[config.mk]
export PLATFORM = sky130hd
export DESIGN_NAME = pipeline_hazard_ctrl
export DESIGN_NICKNAME = d
export VERILOG_FILES = /design/src/rtl/pipeline_ctrl_pkg.sv /design/src/rtl/load_use_detect.sv /design/src/rtl/pipeline_hazard_ctrl.sv
export SDC_FILE = /design/constraint.sdc
export NUM_CORES = 1
export LEC_CHECK = 0
export CAP_MARGIN = 10
export CORE_MARGIN = 2
export CORE_UTILIZATION = 42
export CTS_BUF_LIST = sky130_fd_sc_hd__clkbuf_2
export DETAILED_ROUTE_END_ITERATION = 7
export PLACE_DENSITY = 0.86
export SETUP_SLACK_MARGIN = 0.5
export SYNTH_ARGS = -nofsm -noshare
export SYNTH_HDL_FRONTEND = slang
export SYNTH_SLANG_ARGS = --single-unit
[constraint.sdc]
create_clock -name sysclk -period 3.4 [get_ports sysclk]
set_input_delay 0.34 -clock sysclk [delete_from_list [all_inputs] [get_ports sysclk]]
set_output_delay 0.34 -clock sysclk [all_outputs]
set_load 0.005 [all_outputs]
[src/rtl/pipeline_ctrl_pkg.sv]
// Shared definitions for the pipeline hazard/interrupt controller: FSM state encoding,
// holdoff counter width, NOP encoding and ID/EX control bundle field widths.
package pipeline_ctrl_pkg;

    typedef enum logic [1:0] {
        StRun       = 2'd0,
        StIrqEnter  = 2'd1,
        StIrqActive = 2'd2,
        StHoldoff   = 2'd3
    } ctrl_state_e;

    // Wide enough for the largest holdoff reload value (15 - 1)
    localparam int unsigned HOLDOFF_CNT_W = 4;

    localparam logic [31:0] NOP_INSTR = 32'h0000_0000;

    localparam int unsigned IDEX_WB_W     = 2;
    localparam int unsigned IDEX_MEM_W    = 2;
    localparam int unsigned IDEX_EX_W     = 4;
    localparam int unsigned IDEX_ALU_OP_W = 4;

    typedef struct packed {
        logic [IDEX_WB_W-1:0]     wb;
        logic [IDEX_MEM_W-1:0]    mem;
        logic [IDEX_EX_W-1:0]     ex;
        logic [IDEX_ALU_OP_W-1:0] alu_op;
    } idex_ctrl_t;

endpackage

[src/rtl/load_use_detect.sv]
// Combinational load-use hazard comparator between the EX load destination and the
// source registers of the instruction in ID. Register 0 never creates a hazard.
module load_use_detect #(
    parameter int unsigned REG_ADDR_W = 5
) (
    input  logic                  i_id_valid,
    input  logic [REG_ADDR_W-1:0] i_id_rs,
    input  logic [REG_ADDR_W-1:0] i_id_rt,
    input  logic                  i_id_uses_rt,
    input  logic                  i_ex_mem_read,
    input  logic [REG_ADDR_W-1:0] i_ex_rt,
    output logic                  o_lu
);

    logic w_rs_match;
    logic w_rt_match;

    assign w_rs_match = (i_ex_rt == i_id_rs);
    assign w_rt_match = i_id_uses_rt & (i_ex_rt == i_id_rt);

    assign o_lu = i_ex_mem_read & (i_ex_rt != '0) & i_id_valid & (w_rs_match | w_rt_match);

endmodule

[src/rtl/pipeline_hazard_ctrl.sv]
// Stall/flush/interrupt sequencer for the 5-stage pipeline. Define PIPELINE_HAZARD_STATS_EN
// to add saturating stall/flush/IRQ statistics counters.
module pipeline_hazard_ctrl
    import pipeline_ctrl_pkg::*;
#(
    parameter int unsigned REG_ADDR_W = 5,
    parameter int unsigned HOLDOFF    = 2,
    parameter int unsigned CNT_W      = 32
) (
    input  logic                  sysclk,
    input  logic                  reset,
    input  logic                  ID_Valid,
    input  logic [REG_ADDR_W-1:0] ID_Rs,
    input  logic [REG_ADDR_W-1:0] ID_Rt,
    input  logic                  ID_UsesRt,
    input  logic                  ID_Jump,
    input  logic                  ID_Eret,
    input  logic                  EX_MemRead,
    input  logic [REG_ADDR_W-1:0] EX_Rt,
    input  logic                  EX_BranchTaken,
    input  logic                  IRQ,
    input  logic                  IRQ_Enable,
    output logic                  PC_Write,
    output logic                  IF_ID_Write,
    output logic                  IF_Flush,
    output logic                  ID_Flush,
    output logic                  ID_IRQ,
    output logic                  IRQ_Ack,
`ifdef PIPELINE_HAZARD_STATS_EN
    output logic [CNT_W-1:0]      Stall_Cnt,
    output logic [CNT_W-1:0]      Flush_Cnt,
    output logic [CNT_W-1:0]      Irq_Cnt,
`endif
    output logic [1:0]            Ctrl_State
);

    ctrl_state_e              r_state;
    ctrl_state_e              w_state_d;
    logic [HOLDOFF_CNT_W-1:0] r_hold_cnt;
    logic [HOLDOFF_CNT_W-1:0] w_hold_cnt_d;
    logic                     w_lu;
    logic                     w_take;
    logic                     w_eret_go;

    load_use_detect #(
        .REG_ADDR_W (REG_ADDR_W)
    ) u_load_use_detect (
        .i_id_valid    (ID_Valid),
        .i_id_rs       (ID_Rs),
        .i_id_rt       (ID_Rt),
        .i_id_uses_rt  (ID_UsesRt),
        .i_ex_mem_read (EX_MemRead),
        .i_ex_rt       (EX_Rt),
        .o_lu          (w_lu)
    );

    assign w_take    = (r_state == StRun) & IRQ & IRQ_Enable & ID_Valid & ~EX_BranchTaken & ~w_lu;
    assign w_eret_go = ID_Eret & ID_Valid & ~w_lu & ~EX_BranchTaken;

    always_comb begin
        w_state_d    = r_state;
        w_hold_cnt_d = r_hold_cnt;
        unique case (r_state)
            StRun: begin
                if (w_take) w_state_d = StIrqEnter;
            end
            StIrqEnter: begin
                w_state_d = EX_BranchTaken ? StRun : StIrqActive;
            end
            StIrqActive: begin
                if (w_eret_go) begin
                    w_state_d    = StHoldoff;
                    w_hold_cnt_d = HOLDOFF_CNT_W'(HOLDOFF - 1);
                end
            end
            StHoldoff: begin
                if (r_hold_cnt == '0) w_state_d = StRun;
                else                  w_hold_cnt_d = r_hold_cnt - 1'b1;
            end
        endcase
    end

    always_ff @(posedge sysclk or posedge reset) begin
        if (reset) begin
            r_state    <= StRun;
            r_hold_cnt <= '0;
        end else begin
            r_state    <= w_state_d;
            r_hold_cnt <= w_hold_cnt_d;
        end
    end

    // Reset forces a flushing, non-advancing pipeline independent of the clock
    always_comb begin
        PC_Write    = 1'b1;
        IF_ID_Write = 1'b1;
        IF_Flush    = 1'b0;
        ID_Flush    = 1'b0;
        ID_IRQ      = 1'b0;
        IRQ_Ack     = 1'b0;
        if (reset) begin
            PC_Write    = 1'b0;
            IF_ID_Write = 1'b0;
            IF_Flush    = 1'b1;
            ID_Flush    = 1'b1;
        end else if (EX_BranchTaken) begin
            IF_Flush = 1'b1;
            ID_Flush = 1'b1;
        end else if (r_state == StIrqEnter) begin
            ID_IRQ   = 1'b1;
            IRQ_Ack  = 1'b1;
            IF_Flush = 1'b1;
        end else if (w_lu) begin
            PC_Write    = 1'b0;
            IF_ID_Write = 1'b0;
            ID_Flush    = 1'b1;
        end else if (ID_Jump) begin
            IF_Flush = 1'b1;
        end
    end

    assign Ctrl_State = r_state;

`ifdef PIPELINE_HAZARD_STATS_EN
    logic [CNT_W-1:0] r_stall_cnt;
    logic [CNT_W-1:0] r_flush_cnt;
    logic [CNT_W-1:0] r_irq_cnt;

    always_ff @(posedge sysclk or posedge reset) begin
        if (reset) begin
            r_stall_cnt <= '0;
            r_flush_cnt <= '0;
            r_irq_cnt   <= '0;
        end else begin
            if (w_lu && (r_stall_cnt != '1))     r_stall_cnt <= r_stall_cnt + CNT_W'(1);
            if (IF_Flush && (r_flush_cnt != '1)) r_flush_cnt <= r_flush_cnt + CNT_W'(1);
            if (IRQ_Ack && (r_irq_cnt != '1))    r_irq_cnt   <= r_irq_cnt + CNT_W'(1);
        end
    end

    assign Stall_Cnt = r_stall_cnt;
    assign Flush_Cnt = r_flush_cnt;
    assign Irq_Cnt   = r_irq_cnt;
`else
    logic [CNT_W-1:0] w_unused_cnt;
    assign w_unused_cnt = '0;
`endif

endmodule

==> qor.txt, run 1 <==
ROUTE
-------------------------------------------------------------------------------------------
Vias after detailed routing ..................................................          706
Post-DRT Antenna Nets ........................................................            0
Remaining DRCs ...............................................................            0
Pre-antenna DRT Iters ........................................................            4
Number of design-rule violations left by the first detailed-router iteration .           12
Detailed Route WL ............................................................      1640 µm
Wirelength per Cell ..........................................................      13.2 µm
Average via count per standard cell ..........................................         5.69

LOGIC SYNTHESIS
-------------------------------------------------------------------------------------------
Instance count of the mapped netlist .........................................           76
Syn Std Cell Area ............................................................      598 µm²
Post-synth top area cell .....................................................      dfrtp_1
Largest cells by area after synthesis ........................................ dfrtp_1, xnor2_1, o21ai_0
Unique masters post-synth ....................................................           30
Post-Syn Area per Cell .......................................................     7.87 µm²
Nets in the synthesized netlist ..............................................          102
Fraction of the yosys area taken by sequential cells .........................        0.251
Register bit count reported by yosys .........................................            6
Number of warnings printed during yosys synthesis ............................            0
Post-synth top area share ....................................................        0.251

PLACEMENT
-------------------------------------------------------------------------------------------
Quantity of I/O buffers inserted on ports ....................................           32
DP Wirelength ................................................................      1430 µm
Placed cell area .............................................................      922 µm²
Routability cong. ............................................................        0.927
Instance count after placement with tap cells included .......................          121

CELLS AND AREA
-------------------------------------------------------------------------------------------
Most common library cell in the layout ignoring fill and taps ................ clkdlybuf4s50_1
Number of antenna cells inserted .............................................            0
Filler-free cell count of the finished design ................................          124
Number of nets in the layout .................................................          137
Post-route design area .......................................................      937 µm²
Most frequent cells in the layout ............................................ clkdlybuf4s50_1, xnor2_1, nand2_1, o21ai_0, dfrtp_1
Share of post-route cells with drive strength above 1 ........................       0.0642
Area added between synthesis and finish ......................................        56.7%

FLOORPLANNING
-------------------------------------------------------------------------------------------
Die Area .....................................................................     1740 µm²
Initial cell density of the core .............................................        0.454
Height of the die ............................................................      41.7 µm
Number of top-level pins .....................................................           33
Die Span X ...................................................................      41.7 µm
Core region area .............................................................     1320 µm²
Number of standard-cell rows in the floorplan ................................           13

SETUP PATH
-------------------------------------------------------------------------------------------
Family with the most delay on the worst path ................................. buffers and inverters
Origin of the critical flop-to-flop path ..................................... r_hold_cnt[0]
Largest fanout of any net on the critical path ...............................            6
Critical path start-end classification .......................................       in2out
Worst path buffer plus inverter count ........................................            2
Cell with the most instances on the worst path ............................... clkdlybuf4s50_1
Cell breakdown of the critical path .......................................... clkdlybuf4s50_1 > or4_4 > o21ba_4 > a41oi_1 > clkdlybuf4s50_1
Worst path required time .....................................................      3.06 ns
Biggest cell delay along the critical path ...................................      0.57 ns
Critical path capture point type .............................................  output port
Data arrival time of the worst path ..........................................      2.38 ns
Setup crit start .............................................................     EX_Rt[0]
Cell with the largest stage delay on the worst path ..........................        or4_4
Kind of start point of the critical path .....................................    input pin

CLOCKING
-------------------------------------------------------------------------------------------
Root Buffer ..................................................................     clkbuf_2
Number of hold buffers added after CTS .......................................            0
Clock buffers created by TritonCTS ...........................................            3
Number of H-tree branching levels ............................................            1
Worst skew pair latency ......................................................      0.21 ns
Clock-pin transition on the worst setup and hold timing paths ................      0.05 ns
Post-CTS setup buffer count ..................................................            0
CTS Buffer Depth .............................................................            2
Count of cells resized by post-cts repair ....................................            0
CTS tree .....................................................................        built
Sinks on Clock Net ...........................................................            6

FLOW RUN
-------------------------------------------------------------------------------------------
Reported max-cap violation count .............................................            0

STA
-------------------------------------------------------------------------------------------
Worst-case clock skew ........................................................   0.00136 ns
Transition time at the pin with the least slew margin ........................     0.536 ns
Tcrit/Tclk final .............................................................        0.800
Fin. max-slew vios ...........................................................            0
Setup tns final ..............................................................         0 ns
Setup repair after global routing missed its margin ..........................           no
Final setup viols ............................................................            0
Maximum achievable frequency .................................................      368 MHz
Final number of hold-violating endpoints .....................................            0
Shortest period the worst path allows ........................................      2.72 ns
Max transition margin ........................................................        0.642

GLOBAL ROUTE
-------------------------------------------------------------------------------------------
Aggregate global routing overflow ............................................            0
Total Routing Usage GR .......................................................        0.199
First-pass GRT wire length ...................................................      2710 µm
Initial antenna violation count ..............................................            0
Vias in the first global route ...............................................          678
Largest net degree at the start of global routing ............................            9

OUTCOME
-------------------------------------------------------------------------------------------
Status ....................................................................... finished clean

HOLD PATH
-------------------------------------------------------------------------------------------
Path class of the lowest-slack min-delay path ................................     in2async

PWR
-------------------------------------------------------------------------------------------
Power density over the cells .................................................   456 nW/µm²
Post-layout total power ......................................................       427 µW
Peak supply drop .............................................................   0.000344 V
Leakage power figure .........................................................     0.354 nW

metrics by stage:
step                hold slack [ns]   util  setup WS [ns]
floorplan                     0.139      -           1.56
global placement              0.566  0.700          0.695
detailed placement            0.584  0.700          0.673
CTS                           0.441  0.711          0.673
global route                  0.455  0.711          0.554
finish                        0.456  0.711          0.682
worst reg2reg max path, cell delays in order (launching register included):
cell     delay [ns]
dfrtp_1        0.40
inv_1          0.08
ha_1           0.19
nor3b_1        0.48
o21ai_0        0.17
and2_1         0.19
a31oi_1        0.17
cell usage after synthesis (all sizes together):
cell type and instances:
a21oi 3, a311o 1, a31oi 3, a41oi 1, and2 1, buf 2, dfrtp 6, ha 1
inv 4, mux2 1, nand2 8, nand2b 1, nand3 4, nand4 1, nor2 4, nor2b 1
nor3 3, nor3b 1, nor4 1, o211a 1, o211ai 1, o21a 1, o21ai 8, o21ba 1
o22a 1, o22ai 2, or3 2, or3b 1, or4 1, xnor2 10
final timing paths:
check                                 to  slack (ns)  depth (start not counted)
max in group asynchronous  r_hold_cnt[2]        2.74                          2
setup / recovery             IF_ID_Write        0.68                          5
hold reg to reg                 register        0.60                          1
min in group sysclk             register        0.60                          1
hold / removal             r_hold_cnt[0]        0.46                          2
setup reg to reg           r_hold_cnt[0]        1.64                          6
metal layers:
layer / part of all wire / track usage
met1: 0.37 / 0.212
met2: 0.55 / 0.369
met3: 0.065 / 0.0565
met4: 0.0085 / 0.0710
met5: 0 / 0
power breakdown:
group | switching, mW | leakage (nW) | total [mW] | internal, mW
Sequential | 0.0350 | 0.0744 | 0.137 | 0.102
Combinational | 0.116 | 0.267 | 0.244 | 0.128
Clock | 0.0217 | 0.0125 | 0.0455 | 0.0238
Total | 0.172 | 0.354 | 0.427 | 0.255
final cells by class:
class,count,area (µm²)
flip-flops and latches,6,150
multi-input cells,64,418
fillers,110,380
repair buffers,32,320
well taps,15,18.8
clock buffers,3,15.0
inverters,4,15.0
kinds of logic after synthesis:
group           Yosys count  share of synthesized area
compound gates           23                      0.259
xor+xnor                 10                      0.146
fa+ha+maj                 1                     0.0209
buf+inv                   6                     0.0502
flops                     6                      0.251
mux                       1                     0.0188
simple gates             29                      0.253
(Power assumes the default switching activity.)
==> run 2: changes to the inputs <==
--- a/config.mk
+++ b/config.mk
@@ -7,10 +7,10 @@
 export LEC_CHECK = 0
 export CAP_MARGIN = 10
 export CORE_MARGIN = 2
-export CORE_UTILIZATION = 42
+export CORE_UTILIZATION = 35
 export CTS_BUF_LIST = sky130_fd_sc_hd__clkbuf_2
 export DETAILED_ROUTE_END_ITERATION = 7
-export PLACE_DENSITY = 0.86
+export PLACE_DENSITY = 0.77
 export SETUP_SLACK_MARGIN = 0.5
 export SYNTH_ARGS = -nofsm -noshare
 export SYNTH_HDL_FRONTEND = slang
==> constraint.sdc (replaced) <==
create_clock -name sysclk -period 2.5 [get_ports sysclk]
set_input_delay 0.25 -clock sysclk [delete_from_list [all_inputs] [get_ports sysclk]]
set_output_delay 0.25 -clock sysclk [all_outputs]
set_load 0.005 [all_outputs]
==> run 2 against run 1 <==
- sequential share of layout area fell by 0.79 points
- die area rose by 18%
- sequential power rose by 34%
- power rose by 36%
- largest power group unchanged
- utilization fell by 7.9 points
- cell area rose by 5.2%
==> qor.txt, run 2 (same netlist as run 1, synthesis figures left out) <==
FLOORPLANNING
-------------------------------------------------------------------------------------------
Die Area .....................................................................     2060 µm²
Die Span X ...................................................................      45.3 µm
Core region area .............................................................     1560 µm²
Height of the die ............................................................      45.3 µm
Number of standard-cell rows in the floorplan ................................           14
Number of top-level pins .....................................................           33
Initial cell density of the core .............................................        0.384

ROUTE
-------------------------------------------------------------------------------------------
Number of design-rule violations left by the first detailed-router iteration .           20
Vias after detailed routing ..................................................          710
Pre-antenna DRT Iters ........................................................            4
Post-DRT Antenna Nets ........................................................            0
Remaining DRCs ...............................................................            0
Detailed Route WL ............................................................      1800 µm
Wirelength per Cell ..........................................................      13.6 µm
Average via count per standard cell ..........................................         5.38

SETUP PATH
-------------------------------------------------------------------------------------------
Worst path buffer plus inverter count ........................................            2
Levels on crit path ..........................................................            5
Register-to-Register Setup Slack .............................................      0.74 ns
Depth of the worst register-to-register path .................................            6
Family with the most delay on the worst path ................................. simple AND/OR/NAND/NOR gates
Largest fanout of any net on the critical path ...............................            3
Critical path start-end classification .......................................       in2out
Setup crit start .............................................................     EX_Rt[3]
Kind of start point of the critical path .....................................    input pin
Origin of the critical flop-to-flop path ..................................... r_hold_cnt[0]
Worst path required time .....................................................      2.25 ns
Data arrival time of the worst path ..........................................      1.77 ns
Cell with the largest stage delay on the worst path ..........................        or4_4
Cell with the most instances on the worst path ............................... dlygate4sd2_1
Cell breakdown of the critical path .......................................... dlygate4sd2_1 > or4_4 > o21ba_4 > a41oi_1 > dlygate4sd2_1
Capture point of the worst reg-to-reg path ................................... r_hold_cnt[0]
Critical path capture point type .............................................  output port
Biggest cell delay along the critical path ...................................      0.54 ns

CELLS AND AREA
-------------------------------------------------------------------------------------------
Number of filler cells placed in the layout ..................................          140
Post-route design area .......................................................      986 µm²
Number of nets in the layout .................................................          144
Most common library cell in the layout ignoring fill and taps ................ clkdlybuf4s50_1
Number of antenna cells inserted .............................................            0
Most frequent cells in the layout ............................................ clkdlybuf4s50_1, xnor2_1, nand2_1, o21ai_0
Area added between synthesis and finish ......................................        64.9%
Fraction of the core area covered by cells at the end of the flow ............        0.632
Share of post-route cells with drive strength above 1 ........................        0.147

STA
-------------------------------------------------------------------------------------------
Maximum achievable frequency .................................................      494 MHz
Worst-case clock skew ........................................................   0.00148 ns
Shortest period the worst path allows ........................................      2.02 ns
Max transition margin ........................................................        0.629
Final-layout worst hold slack ................................................     0.348 ns
Post-layout worst setup margin ...............................................     0.476 ns
Fin. max-slew vios ...........................................................            0
Setup repair after global routing missed its margin ..........................          yes
Setup tns final ..............................................................         0 ns
Tcrit/Tclk final .............................................................        0.810
Final setup viols ............................................................            0
Transition time at the pin with the least slew margin ........................     0.555 ns
Final number of hold-violating endpoints .....................................            0

PLACEMENT
-------------------------------------------------------------------------------------------
Quantity of I/O buffers inserted on ports ....................................           32
DP Wirelength ................................................................      1530 µm
Pre-CTS WS ...................................................................    0.0175 ns
Placed cell area .............................................................      961 µm²
Routability cong. ............................................................        0.831

CLOCKING
-------------------------------------------------------------------------------------------
CTS tree .....................................................................        built
Sinks on Clock Net ...........................................................            6
Clock-pin transition on the worst setup and hold timing paths ................      0.06 ns
Number of hold buffers added after CTS .......................................            0
Root Buffer ..................................................................     clkbuf_2
Worst skew pair latency ......................................................      0.23 ns
Number of H-tree branching levels ............................................            1
Clock buffers created by TritonCTS ...........................................            3
CTS Buffer Depth .............................................................            2

GLOBAL ROUTE
-------------------------------------------------------------------------------------------
Largest net degree at the start of global routing ............................            9
First-pass GRT wire length ...................................................      2950 µm
Vias in the first global route ...............................................          720
Initial antenna violation count ..............................................            0
Total Routing Usage GR .......................................................        0.202
Aggregate global routing overflow ............................................            0

PWR
-------------------------------------------------------------------------------------------
Peak supply drop .............................................................   0.000302 V
Power density over the cells .................................................   591 nW/µm²
Leakage power figure .........................................................     0.396 nW

HOLD PATH
-------------------------------------------------------------------------------------------
Path class of the lowest-slack min-delay path ................................     in2async

FLOW RUN
-------------------------------------------------------------------------------------------
Reported max-cap violation count .............................................            0

OUTCOME
-------------------------------------------------------------------------------------------
Status ....................................................................... finished clean

run 2: cell count changes in the layout (fill, tap and decap cells not counted), sizes merged:
cell,before,now
buf,0,8
clkdlybuf4s50,32,23
dlygate4sd2,0,7
clkdlybuf4s15,0,1
run 2: metal layers:
metal | share of wire | track usage | routed length (µm)
met1 | 0.42 | 0.234 | 755
met2 | 0.53 | 0.343 | 953
met3 | 0.036 | 0.0480 | 64
met4 | 0.013 | 0.100 | 24
met5 | 0 | 0 | 0
run 2: stage by stage:
stage | total power, mW | std cells
after floorplan | 0.379 | 76
after global placement | 0.502 | 127
after detailed placement | 0.516 | 127
after CTS | 0.582 | 131
after global routing | 0.640 | 132
final | 0.583 | 132
run 2: how the worst max path moves through the flow:
stage	end	slack, ns
3_5_place_dp	IF_ID_Write	0.02
2_1_floorplan	PC_Write	0.84
6_report	PC_Write	0.48
3_3_place_gp	PC_Write	0.07
5_1_grt	PC_Write	0.47
4_1_cts	IF_ID_Write	0.48
run 2: layout make-up:
class | instances | area [µm²] | area share
flip-flops and latches | 6 | 150 | 0.152
repair buffers | 39 | 359 | 0.364
inverters | 4 | 15.0 | 0.0152
well taps | 16 | 20.0 | 0.0203
multi-input cells | 64 | 427 | 0.433
clock buffers | 3 | 15.0 | 0.0152
run 2: power by group:
group	total (mW)	leakage, nW	internal [mW]	switching, mW
Sequential	0.183	0.0744	0.139	0.0435
Clock	0.0692	0.0125	0.0325	0.0367
Combinational	0.331	0.309	0.176	0.155
run 2: repair_timing:
action / 4_1_cts / 5_1_grt
setup buffers: 1 / 1
gates resized for setup: 14 / 1
pin swaps: 2 / 2
gates cloned: 0 / 0
endpoints found under the setup margin: 4 / 5
==> run 3: changes to the inputs <==
--- a/config.mk
+++ b/config.mk
@@ -7,10 +7,10 @@
 export LEC_CHECK = 0
 export CAP_MARGIN = 10
 export CORE_MARGIN = 2
-export CORE_UTILIZATION = 35
+export CORE_UTILIZATION = 39
 export CTS_BUF_LIST = sky130_fd_sc_hd__clkbuf_2
 export DETAILED_ROUTE_END_ITERATION = 7
-export PLACE_DENSITY = 0.77
+export PLACE_DENSITY = 0.81
 export SETUP_SLACK_MARGIN = 0.5
 export SYNTH_ARGS = -nofsm -noshare
 export SYNTH_HDL_FRONTEND = slang
==> constraint.sdc (replaced) <==
create_clock -name sysclk -period 2.1 [get_ports sysclk]
set_input_delay 0.21 -clock sysclk [delete_from_list [all_inputs] [get_ports sysclk]]
set_output_delay 0.21 -clock sysclk [all_outputs]
set_load 0.005 [all_outputs]
==> run 3 against run 2 <==
- power increased by 43%
- global-route usage increased by 6.6 points
- sequential power increased by 20%
- critical endpoint is now ID_Flush
- largest power group unchanged
==> qor.txt, run 3 (same netlist as run 1, synthesis figures left out) <==
PWR
-------------------------------------------------------------------------------------------
Design internal power ........................................................       483 µW
Leakage power figure .........................................................     0.494 nW
Peak supply drop .............................................................   0.000393 V
Power density over the cells .................................................   741 nW/µm²
Net switching power ..........................................................       348 µW
Combinational cell fraction of total power ...................................        0.631
Power share of the clock group ...............................................        0.105
Sequential power share .......................................................        0.264
Switching share of total power ...............................................        0.419

CLOCKING
-------------------------------------------------------------------------------------------
Worst skew pair latency ......................................................      0.24 ns
Clock-pin transition on the worst setup and hold timing paths ................      0.07 ns
Sinks on Clock Net ...........................................................            6
Number of hold buffers added after CTS .......................................            0
Root Buffer ..................................................................     clkbuf_2
CTS Buffer Depth .............................................................            2
Clock buffers created by TritonCTS ...........................................            3
Number of H-tree branching levels ............................................            1
CTS tree .....................................................................        built

ROUTE
-------------------------------------------------------------------------------------------
Detailed Route WL ............................................................      2340 µm
Vias after detailed routing ..................................................          826
Number of design-rule violations left by the first detailed-router iteration .           29
Post-DRT Antenna Nets ........................................................            0
Average via count per standard cell ..........................................         5.82
Wirelength per Cell ..........................................................      16.5 µm
Remaining DRCs ...............................................................            0
Pre-antenna DRT Iters ........................................................            5

GLOBAL ROUTE
-------------------------------------------------------------------------------------------
Vias in the first global route ...............................................          795
Initial antenna violation count ..............................................            0
Aggregate global routing overflow ............................................            0
First-pass GRT wire length ...................................................      3650 µm
Largest net degree at the start of global routing ............................            8
Total Routing Usage GR .......................................................        0.267

STA
-------------------------------------------------------------------------------------------
Worst-case clock skew ........................................................   0.00892 ns
Tcrit/Tclk final .............................................................        0.811
Maximum achievable frequency .................................................      587 MHz
Setup tns final ..............................................................         0 ns
Transition time at the pin with the least slew margin ........................     0.298 ns
Final setup viols ............................................................            0
Max transition margin ........................................................        0.800
Final number of hold-violating endpoints .....................................            0
Post-layout worst setup margin ...............................................     0.398 ns
Fin. max-slew vios ...........................................................            0
Shortest period the worst path allows ........................................      1.70 ns
Setup repair after global routing missed its margin ..........................          yes
Final-layout worst hold slack ................................................     0.398 ns

CELLS AND AREA
-------------------------------------------------------------------------------------------
Number of nets in the layout .................................................          154
Most common library cell in the layout ignoring fill and taps ................        buf_4
Most frequent cells in the layout ............................................ buf_4, clkdlybuf4s50_1, dlygate4sd2_1
Area added between synthesis and finish ......................................        87.7%
Share of post-route cells with drive strength above 1 ........................        0.357
Number of antenna cells inserted .............................................            0

SETUP PATH
-------------------------------------------------------------------------------------------
Worst path required time .....................................................      1.89 ns
Kind of start point of the critical path .....................................    input pin
Data arrival time of the worst path ..........................................      1.49 ns
Largest fanout of any net on the critical path ...............................            3
Critical path start-end classification .......................................       in2out
Critical path capture point type .............................................  output port

FLOORPLANNING
-------------------------------------------------------------------------------------------
Number of standard-cell rows in the floorplan ................................           14
Initial cell density of the core .............................................        0.406
Die Area .....................................................................     1860 µm²
Height of the die ............................................................      43.2 µm
Core region area .............................................................     1470 µm²
Number of top-level pins .....................................................           33
Die Span X ...................................................................      43.2 µm

OUTCOME
-------------------------------------------------------------------------------------------
Status ....................................................................... finished clean

PLACEMENT
-------------------------------------------------------------------------------------------
DP Wirelength ................................................................      1680 µm
Pre-CTS WS ...................................................................    -0.327 ns
Quantity of I/O buffers inserted on ports ....................................           32
Routability cong. ............................................................        0.793

HOLD PATH
-------------------------------------------------------------------------------------------
Path class of the lowest-slack min-delay path ................................     in2async

FLOW RUN
-------------------------------------------------------------------------------------------
Reported max-cap violation count .............................................            0

## run 3: power groups by stage
stage / clock network [mW] / logic, mW / registers, mW
final: 0.0875 / 0.524 / 0.220
after global routing: 0.0894 / 0.573 / 0.225
after CTS: 0.0876 / 0.470 / 0.216
after detailed placement: 0 / 0.430 / 0.212
after global placement: 0 / 0.411 / 0.207
after floorplan: 0 / 0.241 / 0.211
## run 3: what timing repair did
action / CTS / global route
hold endpoints to repair: 0 / 0
setup buffers: 4 / 2
pin swaps: 13 / 4
setup endpoints to repair: 8 / 7
gates resized for setup: 58 / 9
## run 3: final cells by class
| type | count | area [µm²] |
|---|---|---|
| multi-input cells | 64 | 504 |
| well taps | 16 | 20.0 |
| clock buffers | 3 | 15.0 |
| inverters | 4 | 15.0 |
| fillers | 109 | 349 |
| repair buffers | 49 | 417 |
| flip-flops and latches | 6 | 151 |
## run 3: path summary, 6_finish.rpt
kind	start	to	slack, ns	depth (start not counted)
max	EX_Rt[3]	ID_Flush	0.40	5
min	reset	async pin	0.40	3
max reg2reg	r_hold_cnt[1]	r_hold_cnt[0]	0.54	6
min reg2reg	Ctrl_State[0]	register	0.55	1
max in group asynchronous	reset	Ctrl_State[0]	1.57	3
min in group sysclk	Ctrl_State[0]	register	0.55	1
## run 3: through the flow
stage               std cells  instance area [µm²]   util  power [mW]
floorplan                  76                  598      -       0.451
global placement          133                 1010  0.684       0.618
detailed placement        133                 1010  0.684       0.642
CTS                       140                 1080  0.735       0.773
global route              142                 1120  0.763       0.887
finish                    142                 1120  0.763       0.831
## run 3: worst max-delay path: stages
cell,delay [ns]
buf_6,0.09
or4_4,0.53
o21ba_4,0.22
a311o_1,0.30
buf_2,0.13
## run 3: layer usage
layer,share of wire,GRT usage,vias to the layer above
met5,0,0,-
met4,0.052,0.0970,0
met3,0.067,0.0383,17
met2,0.51,0.478,48
met1,0.37,0.318,378
li1,-,-,383
